$ cat config.mk
export PLATFORM = sky130hd
export DESIGN_NAME = uart_tx_fifo
export DESIGN_NICKNAME = d
export VERILOG_FILES = /design/src/rtl/uart_tx_fifo.sv
export SDC_FILE = /design/constraint.sdc
export NUM_CORES = 1
export LEC_CHECK = 0
export ABC_AREA = 1
export CORE_ASPECT_RATIO = 1.1
export CORE_MARGIN = 2
export CORE_UTILIZATION = 45
export DETAILED_ROUTE_END_ITERATION = 10
export PLACE_DENSITY = 0.69
export SYNTH_ARGS = -nofsm -noshare
export SYNTH_HDL_FRONTEND = slang
export SYNTH_SLANG_ARGS = --single-unit
$ cat constraint.sdc
create_clock -name clk -period 2.5 [get_ports clk]
set_clock_uncertainty 0.2 [all_clocks]
set_input_delay 0.375 -clock clk [delete_from_list [all_inputs] [get_ports clk]]
set_output_delay 0.375 -clock clk [all_outputs]
set_load 0.05 [all_outputs]
$ cat src/rtl/uart_tx_fifo.sv
// Parametrised UART transmitter with a small transmit FIFO; frames leave back-to-back.
// Start bit appears one clock after the push; tx_rdy drops while the FIFO is full, and pushes made while full are dropped and set ovfl.
module uart_tx_fifo #(
    parameter int unsigned BAUD_DIV   = 34,
    parameter int unsigned DATA_BITS  = 8,
    parameter int unsigned PARITY_EN  = 0,
    parameter int unsigned PARITY_ODD = 0,
    parameter int unsigned STOP_BITS  = 1,
    parameter int unsigned FIFO_DEPTH = 4
) (
    input  logic                 clk,
    input  logic                 rst_n,
    input  logic                 trmt,
    input  logic [DATA_BITS-1:0] tx_data,
    output logic                 tx_rdy,
    output logic                 TX,
    output logic                 tx_busy,
    output logic                 tx_done,
    output logic                 ovfl
);

    localparam int unsigned NB = 1 + DATA_BITS + PARITY_EN + STOP_BITS;
    localparam int unsigned BW = $clog2(BAUD_DIV);
    localparam int unsigned CW = $clog2(NB + 1);
    localparam int unsigned AW = $clog2(FIFO_DEPTH);
    localparam int unsigned OW = AW + 1;

    if (BAUD_DIV < 2 || BAUD_DIV > 65535) begin : g_chk_baud
        $error("uart_tx_fifo: BAUD_DIV must be 2..65535");
    end
    if (DATA_BITS < 5 || DATA_BITS > 9) begin : g_chk_data
        $error("uart_tx_fifo: DATA_BITS must be 5..9");
    end
    if (PARITY_EN > 1 || PARITY_ODD > 1) begin : g_chk_par
        $error("uart_tx_fifo: PARITY_EN and PARITY_ODD must be 0 or 1");
    end
    if (STOP_BITS < 1 || STOP_BITS > 2) begin : g_chk_stop
        $error("uart_tx_fifo: STOP_BITS must be 1 or 2");
    end
    if (FIFO_DEPTH < 2 || (FIFO_DEPTH & (FIFO_DEPTH - 1)) != 0) begin : g_chk_depth
        $error("uart_tx_fifo: FIFO_DEPTH must be a power of 2, at least 2");
    end

    typedef enum logic {IDLE, SHIFT} state_e;

    state_e                 state_q, state_d;
    logic [BW-1:0]          baud_q, baud_d;
    logic [CW-1:0]          bit_q, bit_d;
    logic [NB-1:0]          shreg_q, shreg_d;
    logic [OW-1:0]          cnt_q, cnt_d;
    logic [AW-1:0]          wptr_q, wptr_d, rptr_q, rptr_d;
    logic                   rdy_q, rdy_d;
    logic                   busy_q, busy_d;
    logic                   done_q, done_d;
    logic                   ovfl_q, ovfl_d;
    logic [DATA_BITS-1:0]   mem_q [FIFO_DEPTH];

    logic                   full, nempty, push, pop, shift_evt, frame_end;
    logic [NB-1:0]          frame;

    assign full      = (cnt_q == OW'(FIFO_DEPTH));
    assign nempty    = (cnt_q != '0);
    assign push      = trmt && !full;
    assign shift_evt = (state_q == SHIFT) && (baud_q == BW'(BAUD_DIV - 1));
    assign frame_end = shift_evt && (bit_q == CW'(NB - 1));
    // Reloading on the final shift event is what makes frames abut with no idle gap.
    assign pop       = nempty && ((state_q == IDLE) || frame_end);

    always_ff @(posedge clk) begin
        if (!rst_n) state_q <= IDLE;
        else        state_q <= state_d;
    end

    always_comb begin
        state_d = state_q;
        case (state_q)
            IDLE:    if (nempty) state_d = SHIFT;
            SHIFT:   if (frame_end && !nempty) state_d = IDLE;
            default: state_d = IDLE;
        endcase
    end

    always_comb begin
        frame              = '1;
        frame[0]           = 1'b0;
        frame[DATA_BITS:1] = mem_q[rptr_q];
        if (PARITY_EN != 0) begin
            frame[DATA_BITS+1] = (^mem_q[rptr_q]) ^ 1'(PARITY_ODD);
        end

        baud_d  = (state_q == IDLE || shift_evt) ? '0 : baud_q + BW'(1);
        bit_d   = bit_q;
        shreg_d = shreg_q;
        if (pop) begin
            bit_d   = '0;
            shreg_d = frame;
        end else if (shift_evt) begin
            bit_d   = bit_q + CW'(1);
            shreg_d = {1'b1, shreg_q[NB-1:1]};
        end

        cnt_d = cnt_q;
        case ({push, pop})
            2'b10:   cnt_d = cnt_q + OW'(1);
            2'b01:   cnt_d = cnt_q - OW'(1);
            default: cnt_d = cnt_q;
        endcase
        wptr_d = push ? wptr_q + AW'(1) : wptr_q;
        rptr_d = pop  ? rptr_q + AW'(1) : rptr_q;

        rdy_d  = (cnt_d != OW'(FIFO_DEPTH));
        busy_d = (state_d == SHIFT);
        done_d = frame_end;
        ovfl_d = ovfl_q || (trmt && full);
    end

    always_ff @(posedge clk) begin
        if (!rst_n) begin
            baud_q  <= '0;
            bit_q   <= '0;
            shreg_q <= '1;
            cnt_q   <= '0;
            wptr_q  <= '0;
            rptr_q  <= '0;
            rdy_q   <= 1'b1;
            busy_q  <= 1'b0;
            done_q  <= 1'b0;
            ovfl_q  <= 1'b0;
        end else begin
            baud_q  <= baud_d;
            bit_q   <= bit_d;
            shreg_q <= shreg_d;
            cnt_q   <= cnt_d;
            wptr_q  <= wptr_d;
            rptr_q  <= rptr_d;
            rdy_q   <= rdy_d;
            busy_q  <= busy_d;
            done_q  <= done_d;
            ovfl_q  <= ovfl_d;
        end
    end

    always_ff @(posedge clk) begin
        if (push) mem_q[wptr_q] <= tx_data;
    end

    assign TX      = shreg_q[0];
    assign tx_rdy  = rdy_q;
    assign tx_busy = busy_q;
    assign tx_done = done_q;
    assign ovfl    = ovfl_q;

endmodule

==> run summary, run 1 <==
met1 Use GR -> 19.1%
CTS tree -> done
DR DRC count -> 0
Synth cell types -> 30
max_slew headroom -> 66.8%
Num CTS Buffers -> 9
grt met3 use -> 4.53%
CP most frequent cell -> nand2_2
die area -> 6760 um^2
routed len/inst -> 11.9 um
Hold Startpoint -> ovfl
worst setup path class -> flip-flop to flip-flop
worst reg-to-reg path cell count -> 16
clock-pin slew on the worst setup and hold paths -> 0.07 ns
Setup crit start kind -> flip-flop
post-synthesis sequential area ratio -> 58.2%
measured slew at the worst slew-check pin -> 0.496 ns
routed wire length -> 4820 um
max-slew violations -> 0
Port Buffers -> 15
clock sink total -> 64
fin nets -> 343
mean area per synthesized cell -> 9.39 um^2
syn_nets -> 314
Yosys warning total -> 0
DP Cell Count -> 385
CP required -> 2.53 ns
Post-synth ARST share -> 0%
post-synth top area share -> 34.9%
vias in the first global route -> 1,917
Crit path arrival time -> 2.37 ns
delay-heaviest family, CP -> adder cells
CORE AREA -> 5840 um^2
Setup Viol. Count Final -> 0
gpl congestion -> 0.706
vias per inst -> 4.77
reg2reg end -> tx_rdy
Hold Path Cell Cnt -> 1
Leakage -> 0.00134 uW
fmax -> 428 MHz
DRT iter0 DRCs -> 124
cell area after layout -> 3340 um^2
Tmin final -> 2.34 ns
Top Usage Layer GRT -> met2
Crit path buffers/inverters -> 5
Seq cells post-synth -> 64
CP max stage delay -> 0.53 ns
# rows -> 29
layout cells sized above 1 -> 15.6%
synthesized area -> 2750 um^2
filler cell count -> 503
die width -> 78.6 um
Synth area leader -> edfxtp_1
most common cell in the netlist -> nand2_1
Hold Vio Cnt, Final -> 0
DR vias -> 1,928
# diodes -> 0
initial antenna violation count -> 0
total track usage -> 16.5%
top cells by area, synth -> edfxtp_1 35%, dfxtp_1 23%, nand2_1 10%, nand3_1 8.5%, ha_1 4.1%
CP max FO -> 3
largest net degree at the start of global routing -> 20
clock latency on the worst-skew pair -> 0.34 ns
GR Util met2 -> 28.2%
DP HPWL -> 3070 um
Antenna Nets Post-Route -> 0
1st-pass router iterations -> 5
gr ovfl total -> 0
largest vdd supply drop -> 0.576 mV
Hold Path Sink -> ovfl
Post-synth EDFFs -> 32
crit path capture type -> flip-flop
outcome -> completed
Max Cap Viol -> 0
H-tree depth reported by CTS -> 3
DP Area -> 3020 um^2
Layout area overhead -> 21.3%
Reg2Reg Setup Slack -> 0.16 ns
clk buf depth -> 2
Non-Filler Instances -> 404
R2R Path Start -> baud_q[1]
Crit-path slowest cell -> fa_2
Initial Util -> 47.1%
Post-Syn Instances -> 293
hold buffer count at CTS -> 0
synth cell count leaders -> 73 x nand2_1, 47 x nand3_1, 32 x dfxtp_1, 32 x edfxtp_1, 28 x inv_1
top_reg_cell synth -> edfxtp_1
Power Dens Cells -> 1140 nW/um^2
first-pass GRT wire length -> 8510 um
die height -> 86.0 um
CTS root buf -> clkbuf_8
Worst Hold Class -> flip-flop to flip-flop
io pins -> 16
period utilization -> 93.4%
cell chain of the critical path -> inv_2, ha_4, nand2_2, inv_2, nand3_4, o21bai_4, nand2_2, inv_4, ha_4, inv_4, fa_2, nand2_2, o21ai_2, inv_1, nor2_1, nand2_1
[cells in the final DEF (no fill, tap or decap), drive strengths merged]
master,count
o21bai,1
nand3,48
nor3,1
bufinv,3
nor3b,2
clkinv,3
a31oi,2
nand2,74
or2,2
dfxtp,32
xnor2,2
xor2,2
nand4,2
nor4,1
edfxtp,32
nor2,21
a21oi,11
o21a,1
buf,15
fa,1
clkbuf,10
o21ai,7
clkdlybuf4s50,15
ha,9
inv,30
[metal layers]
metal	wire, um	vias up	part of all wire, %
met2	2390	29	50
met4	88	0	1.8
met3	159	7	3.3
li1	-	1022	-
met5	0	-	0
met1	2180	870	45
[power by group]
part / leakage (uW) / internal [uW] / switching [uW]
Combinational: 0.000663 / 526 / 826
Sequential: 0.000557 / 1290 / 96.9
Clock: 0.000118 / 659 / 390
[final cells by class]
| class | count | area (um^2) | area share (%) |
|---|---|---|---|
| Clock inverter | 6 | 108 | 3.22 |
| Tap cell | 77 | 96.3 | 2.89 |
| Timing Repair Buffer | 30 | 263 | 7.87 |
| Multi-Input combinational cell | 187 | 1020 | 30.6 |
| Clock buffer | 10 | 128 | 3.82 |
| Sequential cell | 64 | 1600 | 48.1 |
| Inverter | 30 | 118 | 3.52 |
[stage by stage]
step / power (uW) / util, % / hold slack, ns / setup WS [ns] / TNS, ns
6_report: 3790 / 57.1 / 0.272 / 0.164 / 0
5_1_grt: 4060 / 57.1 / 0.306 / -0.0124 / -0.0124
4_1_cts: 3660 / 55.8 / 0.275 / 0.0399 / 0
3_5_place_dp: 2610 / 51.7 / 0.259 / -0.0267 / -0.0267
3_3_place_gp: 2580 / 51.7 / 0.251 / 0.0486 / 0
2_1_floorplan: 2320 / - / 0.233 / 0.0673 / 0
[worst max path at each step]
stage | start | end | slack [ns] | cells past startpoint
4_1_cts | baud_q[1] | tx_rdy | 0.04 | 15
5_1_grt | baud_q[1] | tx_rdy | -0.01 | 16
3_3_place_gp | trmt | tx_rdy | 0.05 | 12
2_1_floorplan | tx_busy | tx_rdy | 0.07 | 13
6_report | baud_q[1] | tx_rdy | 0.16 | 16
3_5_place_dp | trmt | tx_rdy | -0.03 | 12
[state kept, by name, indices dropped and copies added (netlist names), named ones only]
name	flops
ovfl	1
rptr_q	2
shreg_q	9
tx_busy	1
mem_q	32
tx_done	1
tx_rdy	1
bit_q	4
wptr_q	2
baud_q	6
cnt_q	3
[cells by family after synthesis]
group / after synthesis / share of synthesized area [%]
compound gates: 22 / 4.68
flops: 64 / 58.2
fa+ha+maj: 10 / 4.82
simple gates: 151 / 24.5
buf+inv: 42 / 6.59
xor+xnor: 4 / 1.27
[repair_timing]
action | 4_1_cts | 5_1_grt
endpoints found under the hold margin | 0 | 0
resized for setup | 0 | 22
setup endpoints to repair | 0 | 2
setup buffers | 0 | 3
No activity file was read; power rests on OpenSTA's default activity.
==> run 2, diff against run 1 <==
CORE_UTILIZATION = 53   (was 45)
PLACE_DENSITY = 0.79   (was 0.69)
SKIP_CTS_REPAIR_TIMING = 1   (was not set)
==> run 2 against run 1 <==
First-iteration DRC count increased by 21%; maximum frequency decreased by 0.97%; utilization is 8.2 points higher; register-to-register slack got worse by 0.02 ns; sequential share of layout area is 1.1 points higher; combinational power barely moved.
==> run summary, run 2 (synthesis gave the netlist of run 1 again) <==
period utilization -> 94.3% (+0.91 points)
vias in the first global route -> 1,940 (+1.2%)
largest net degree at the start of global routing -> 20 (unchanged)
Leakage -> 0.00131 uW (-2.0%)
die area -> 5790 um^2 (-14%)
Most flops, register -> mem_q
CP required -> 2.53 ns (about the same)
worst setup path class -> flip-flop to flip-flop
measured slew at the worst slew-check pin -> 0.502 ns (+0.00602 ns)
Num CTS Buffers -> 9 (unchanged)
clock sink total -> 64 (unchanged)
Power Dens Cells -> 1100 nW/um^2 (-2.8%)
Crit path arrival time -> 2.39 ns (+0.02 ns)
die width -> 72.7 um (-7.5%)
top flop regs -> mem_q: 32 flops, shreg_q: 9 flops, baud_q: 6 flops
setup_tns -> 0 ns (unchanged)
Layout area overhead -> 18.6%
vias per inst -> 5.12 (+7.3%)
clk buf depth -> 2 (unchanged)
commonest non-fill, non-tap cells in the layout -> 71 x nand2_1, 46 x nand3_1, 32 x edfxtp_1
Hold Vio Cnt, Final -> 0 (unchanged)
crit path capture type -> flip-flop
DRT iter0 DRCs -> 150 (+21%)
most common cell after layout, fill and taps aside -> nand2_1
fin nets -> 343 (unchanged)
max-slew violations -> 0 (unchanged)
outcome -> completed
Tmin final -> 2.36 ns (+0.0228 ns)
CTS root buf -> clkbuf_8
hold slack final -> 0.268 ns (-0.00404 ns)
max_slew headroom -> 66.4% (-0.40 points)
DR vias -> 1,972 (+2.3%)
Initial Util -> 55.1% (+7.9 points)
clock latency on the worst-skew pair -> 0.33 ns (about the same)
H-tree depth reported by CTS -> 3 (unchanged)
CORE AREA -> 5000 um^2 (-14%)
# diodes -> 0 (unchanged)
clock-pin slew on the worst setup and hold paths -> 0.07 ns (about the same)
initial antenna violation count -> 0 (unchanged)
Setup crit start kind -> flip-flop
DR DRC count -> 0 (unchanged)
routed wire length -> 4950 um (+2.8%)
filler cell count -> 399 (-21%)
gpl congestion -> 0.816 (+16%)
io pins -> 16 (unchanged)
Max Cap Viol -> 0 (unchanged)
gr ovfl total -> 0 (unchanged)
first-pass GRT wire length -> 8290 um (-2.7%)
max reg flops -> 32 (unchanged)
# rows -> 27 (-6.9%)
Antenna Nets Post-Route -> 0 (unchanged)
die height -> 79.6 um (-7.5%)
fmax -> 424 MHz (-0.97%)
CTS tree -> done
Setup Viol. Count Final -> 0 (unchanged)
1st-pass router iterations -> 4 (-1)
routed len/inst -> 12.9 um (+7.9%)
total track usage -> 19.1% (+2.6 points)
area of the multi-input gates -> 1020 um^2 (unchanged)
CP max FO -> 3 (unchanged)
Worst Hold Class -> flip-flop to flip-flop
layout cells sized above 1 -> 15.6% (unchanged)
largest vdd supply drop -> 0.515 mV (-11%)
DP HPWL -> 3280 um (+7.1%)
Reg area -> 1600 um^2 (unchanged)
Port Buffers -> 15 (unchanged)
==> run 2: changes by cell type in the layout (fill, tap and decap cells not counted) <==
cell	delta
clkinv_1	+1
clkbuf_1	-1
clkinv_4	-1
clkinv_2	+1
clkinvlp_4	+2
bufinv_16	-2
==> run 2: worst paths after layout <==
check,from,end,cells after the start,slack [ns]
setup / recovery,baud_q[1],tx_rdy,16,0.14
hold / removal,ovfl,ovfl,1,0.27
setup reg to reg,baud_q[1],tx_rdy,16,0.14
hold reg to reg,ovfl,ovfl,1,0.27
==> run 2: per-stage QoR <==
step           setup slack (ns)  cells  instance area, um^2  power, uW  utilization, %
2_1_floorplan            0.0673    293                 2750       2320               -
4_1_cts                  0.0451    382                 3180       3450            63.7
3_5_place_dp            -0.0443    366                 3000       2620            60.0
6_report                  0.141    385                 3270       3610            65.3
5_1_grt                 -0.0119    385                 3270       3860            65.3
3_3_place_gp             0.0818    366                 3000       2570            60.0
==> run 2: cell type report <==
cell class,count,area share [%]
Sequential cell,64,49.1
Multi-Input combinational cell,187,31.3
Timing Repair Buffer,30,8.05
Clock buffer,9,3.79
Inverter,30,3.60
Tap cell,58,2.22
Clock inverter,7,1.92
==> run 2: per-layer routing <==
layer / global-route usage (%) / wire, um / vias to the layer above
met1: 21.3 / 2030 / 910
met5: 0 / 0 / -
li1: - / - / 1021
met4: 9.81 / 98 / 0
met2: 33.5 / 2670 / 31
met3: 4.29 / 155 / 10
==> run 2: critical path, stage by stage (launching register included) <==
cell      delay (ns)
dfxtp_2         0.33
inv_2           0.06
ha_4            0.12
nand2_2         0.05
inv_2           0.07
nand3_4         0.09
o21bai_4        0.16
nand2_2         0.08
inv_4           0.07
ha_4            0.13
inv_4           0.04
fa_2            0.54
nand2_2         0.05
o21ai_2         0.06
inv_1           0.05
nor2_1          0.09
nand2_1         0.05
==> run 2: power breakdown <==
part,switching (uW),internal [uW]
logic,830,545
registers,102,1290
clock network,387,449
==> run 3, diff against run 2 <==
CORE_MARGIN = not set   (was 2)
CORE_UTILIZATION = 54   (was 53)
DONT_BUFFER_PORTS = 1   (was not set)
PLACE_DENSITY = 0.76   (was 0.79)
==> run 3 against run 2 <==
Critical path depth stayed put; via count is 1.0% lower; clock-buffer cell count stayed put; sequential share of layout area is 2.0 points higher; maximum frequency is 1.0% higher; power is 5.3% lower; first-iteration DRC count is 47% lower; largest power group unchanged.
==> run summary, run 3 (synthesis gave the netlist of run 1 again) <==
die height -> 76.9 um (-3.4%)
Max Cap Viol -> 0 (unchanged)
cell chain of the critical path -> inv_1, ha_1, nand2_1, inv_2, nand3_4, o21bai_4, nand2_2, clkinv_2, ha_1, inv_2, fa_2, nand2_1, o21ai_2, inv_1, nor2_1, nand2_1
outcome -> completed
CP Depth -> 16 (unchanged)
initial antenna violation count -> 0 (unchanged)
DR vias -> 1,952 (-1.0%)
Setup Viol. Count Final -> 0 (unchanged)
vias per inst -> 5.23 (+2.2%)
gr ovfl total -> 0 (unchanged)
most common cell after layout, fill and taps aside -> nand2_1
crit path capture type -> flip-flop
max reg flops -> 32 (unchanged)
R2R Path Start -> baud_q[1]
worst slack, placed -> 0.0525 ns (+0.0968 ns)
reg2reg end -> tx_rdy
CP required -> 2.54 ns (about the same)
CTS root buf -> clkbuf_8
Num CTS Buffers -> 9 (unchanged)
worst reg-to-reg path cell count -> 16 (unchanged)
1st-pass router iterations -> 4 (unchanged)
Layout area overhead -> 13.9%
Reg2Reg Setup Slack -> 0.16 ns (+0.02 ns)
CP max stage delay -> 0.52 ns (-0.02 ns)
total power draw -> 3410 uW (-5.3%)
fin nets -> 333 (-2.9%)
Crit path arrival time -> 2.37 ns (-0.02 ns)
# rows -> 26 (-3.7%)
commonest non-fill, non-tap cells in the layout -> 73 x nand2_1, 47 x nand3_1, 32 x edfxtp_1
io pins -> 16 (unchanged)
Port Buffers -> 0 (-15)
largest net degree at the start of global routing -> 20 (unchanged)
Hold Vio Cnt, Final -> 0 (unchanged)
CTS tree -> done
# diodes -> 0 (unchanged)
Worst Hold Class -> primary input to flip-flop
PnR worst setup slack -> 0.165 ns (+0.0237 ns)
Most flops, register -> mem_q
DP Cell Count -> 346 (-5.5%)
measured slew at the worst slew-check pin -> 0.518 ns (+0.0162 ns)
routed len/inst -> 13.1 um (+1.6%)
max_slew headroom -> 65.3% (-1.1 points)
gpl congestion -> 0.813 (-0.28%)
max-slew violations -> 0 (unchanged)
DRT iter0 DRCs -> 80 (-47%)
routed wire length -> 4870 um (-1.6%)
CP endpoint -> tx_rdy
die width -> 70.1 um (-3.6%)
Initial Util -> 57.6% (+2.5 points)
Antenna Nets Post-Route -> 0 (unchanged)
vias in the first global route -> 1,793 (-7.6%)
DR DRC count -> 0 (unchanged)
layout cells sized above 1 -> 12.9% (-2.7 points)
H-tree depth reported by CTS -> 3 (unchanged)
hold slack final -> 0.0472 ns (-0.220 ns)
worst setup path class -> flip-flop to flip-flop
clock latency on the worst-skew pair -> 0.35 ns (+0.02 ns)
CP most frequent cell -> nand2_1
period utilization -> 93.4% (-0.95 points)
CORE AREA -> 4780 um^2 (-4.4%)
clock sink total -> 64 (unchanged)
DP HPWL -> 2980 um (-9.3%)
first-pass GRT wire length -> 7780 um (-6.2%)
delay-heaviest family, CP -> adder cells
total track usage -> 19.0% (-0.069 points)
clk buf depth -> 2 (unchanged)
CP max FO -> 3 (unchanged)
Setup crit start kind -> flip-flop
largest vdd supply drop -> 0.530 mV (+3.0%)
top flop regs -> mem_q: 32 flops, shreg_q: 9 flops, baud_q: 6 flops
Critical Path Source -> baud_q[1]
Leakage -> 0.00126 uW (-4.0%)
Non-Filler Instances -> 373 (-3.1%)
Final Util -> 65.5% (+0.23 points)
fmax -> 428 MHz (+1.0%)
Power Dens Cells -> 1090 nW/um^2 (-1.3%)
die area -> 5390 um^2 (-6.9%)
clock-pin slew on the worst setup and hold paths -> 0.07 ns (about the same)
Crit-path slowest cell -> fa_2
Crit path buffers/inverters -> 5 (unchanged)
Tmin final -> 2.34 ns (-0.0237 ns)
## run 3: cell count changes in the layout (fill, tap and decap cells not counted), sizes merged
| cell | delta |
|---|---|
| clkdlybuf4s50 | -15 |
| dlygate4sd3 | +11 |
| buf | -6 |
| bufinv | -1 |
| inv | +1 |
## run 3: power breakdown
group / internal (uW) / switching (uW) / total [uW]
Combinational: 441 / 729 / 1170
Clock: 367 / 430 / 797
Sequential: 1290 / 155 / 1450
Total: 2100 / 1310 / 3410
## run 3: area by class of cell
type	instances	area, um^2
Clock buffer	9	124
Clock inverter	7	55.1
Fill cell	369	1650
Inverter	30	114
Multi-Input combinational cell	187	991
Sequential cell	64	1600
Tap cell	56	70.1
Timing Repair Buffer	20	178
## run 3: routing by layer
layer	vias up	share of wire [%]	wire [um]	GRT usage, %
met2	38	52	2520	31.8
met3	4	4.7	227	8.15
met5	-	0	0	0
met4	0	0.72	35	8.60
li1	1001	-	-	-
met1	909	43	2090	20.7
## run 3: worst min-delay path by stage
stage / startpoint / end / slack [ns] / depth (start not counted)
4_1_cts: rst_n / shreg_q[8] / -0.11 / 1
3_5_place_dp: rst_n / shreg_q[8] / 0.25 / 1
6_report: rst_n / bit_q[1] / 0.05 / 2
3_3_place_gp: baud_q[0] / baud_q[0] / 0.25 / 1
2_1_floorplan: baud_q[0] / baud_q[0] / 0.23 / 1
5_1_grt: rst_n / bit_q[1] / 0.03 / 2
## run 3: per-stage QoR
stage,setup TNS (ns),instance area (um^2)
global placement,0,2820
global route,-0.0145,3130
finish,0,3130
detailed placement,0,2820
floorplan,0,2750
CTS,0,3000
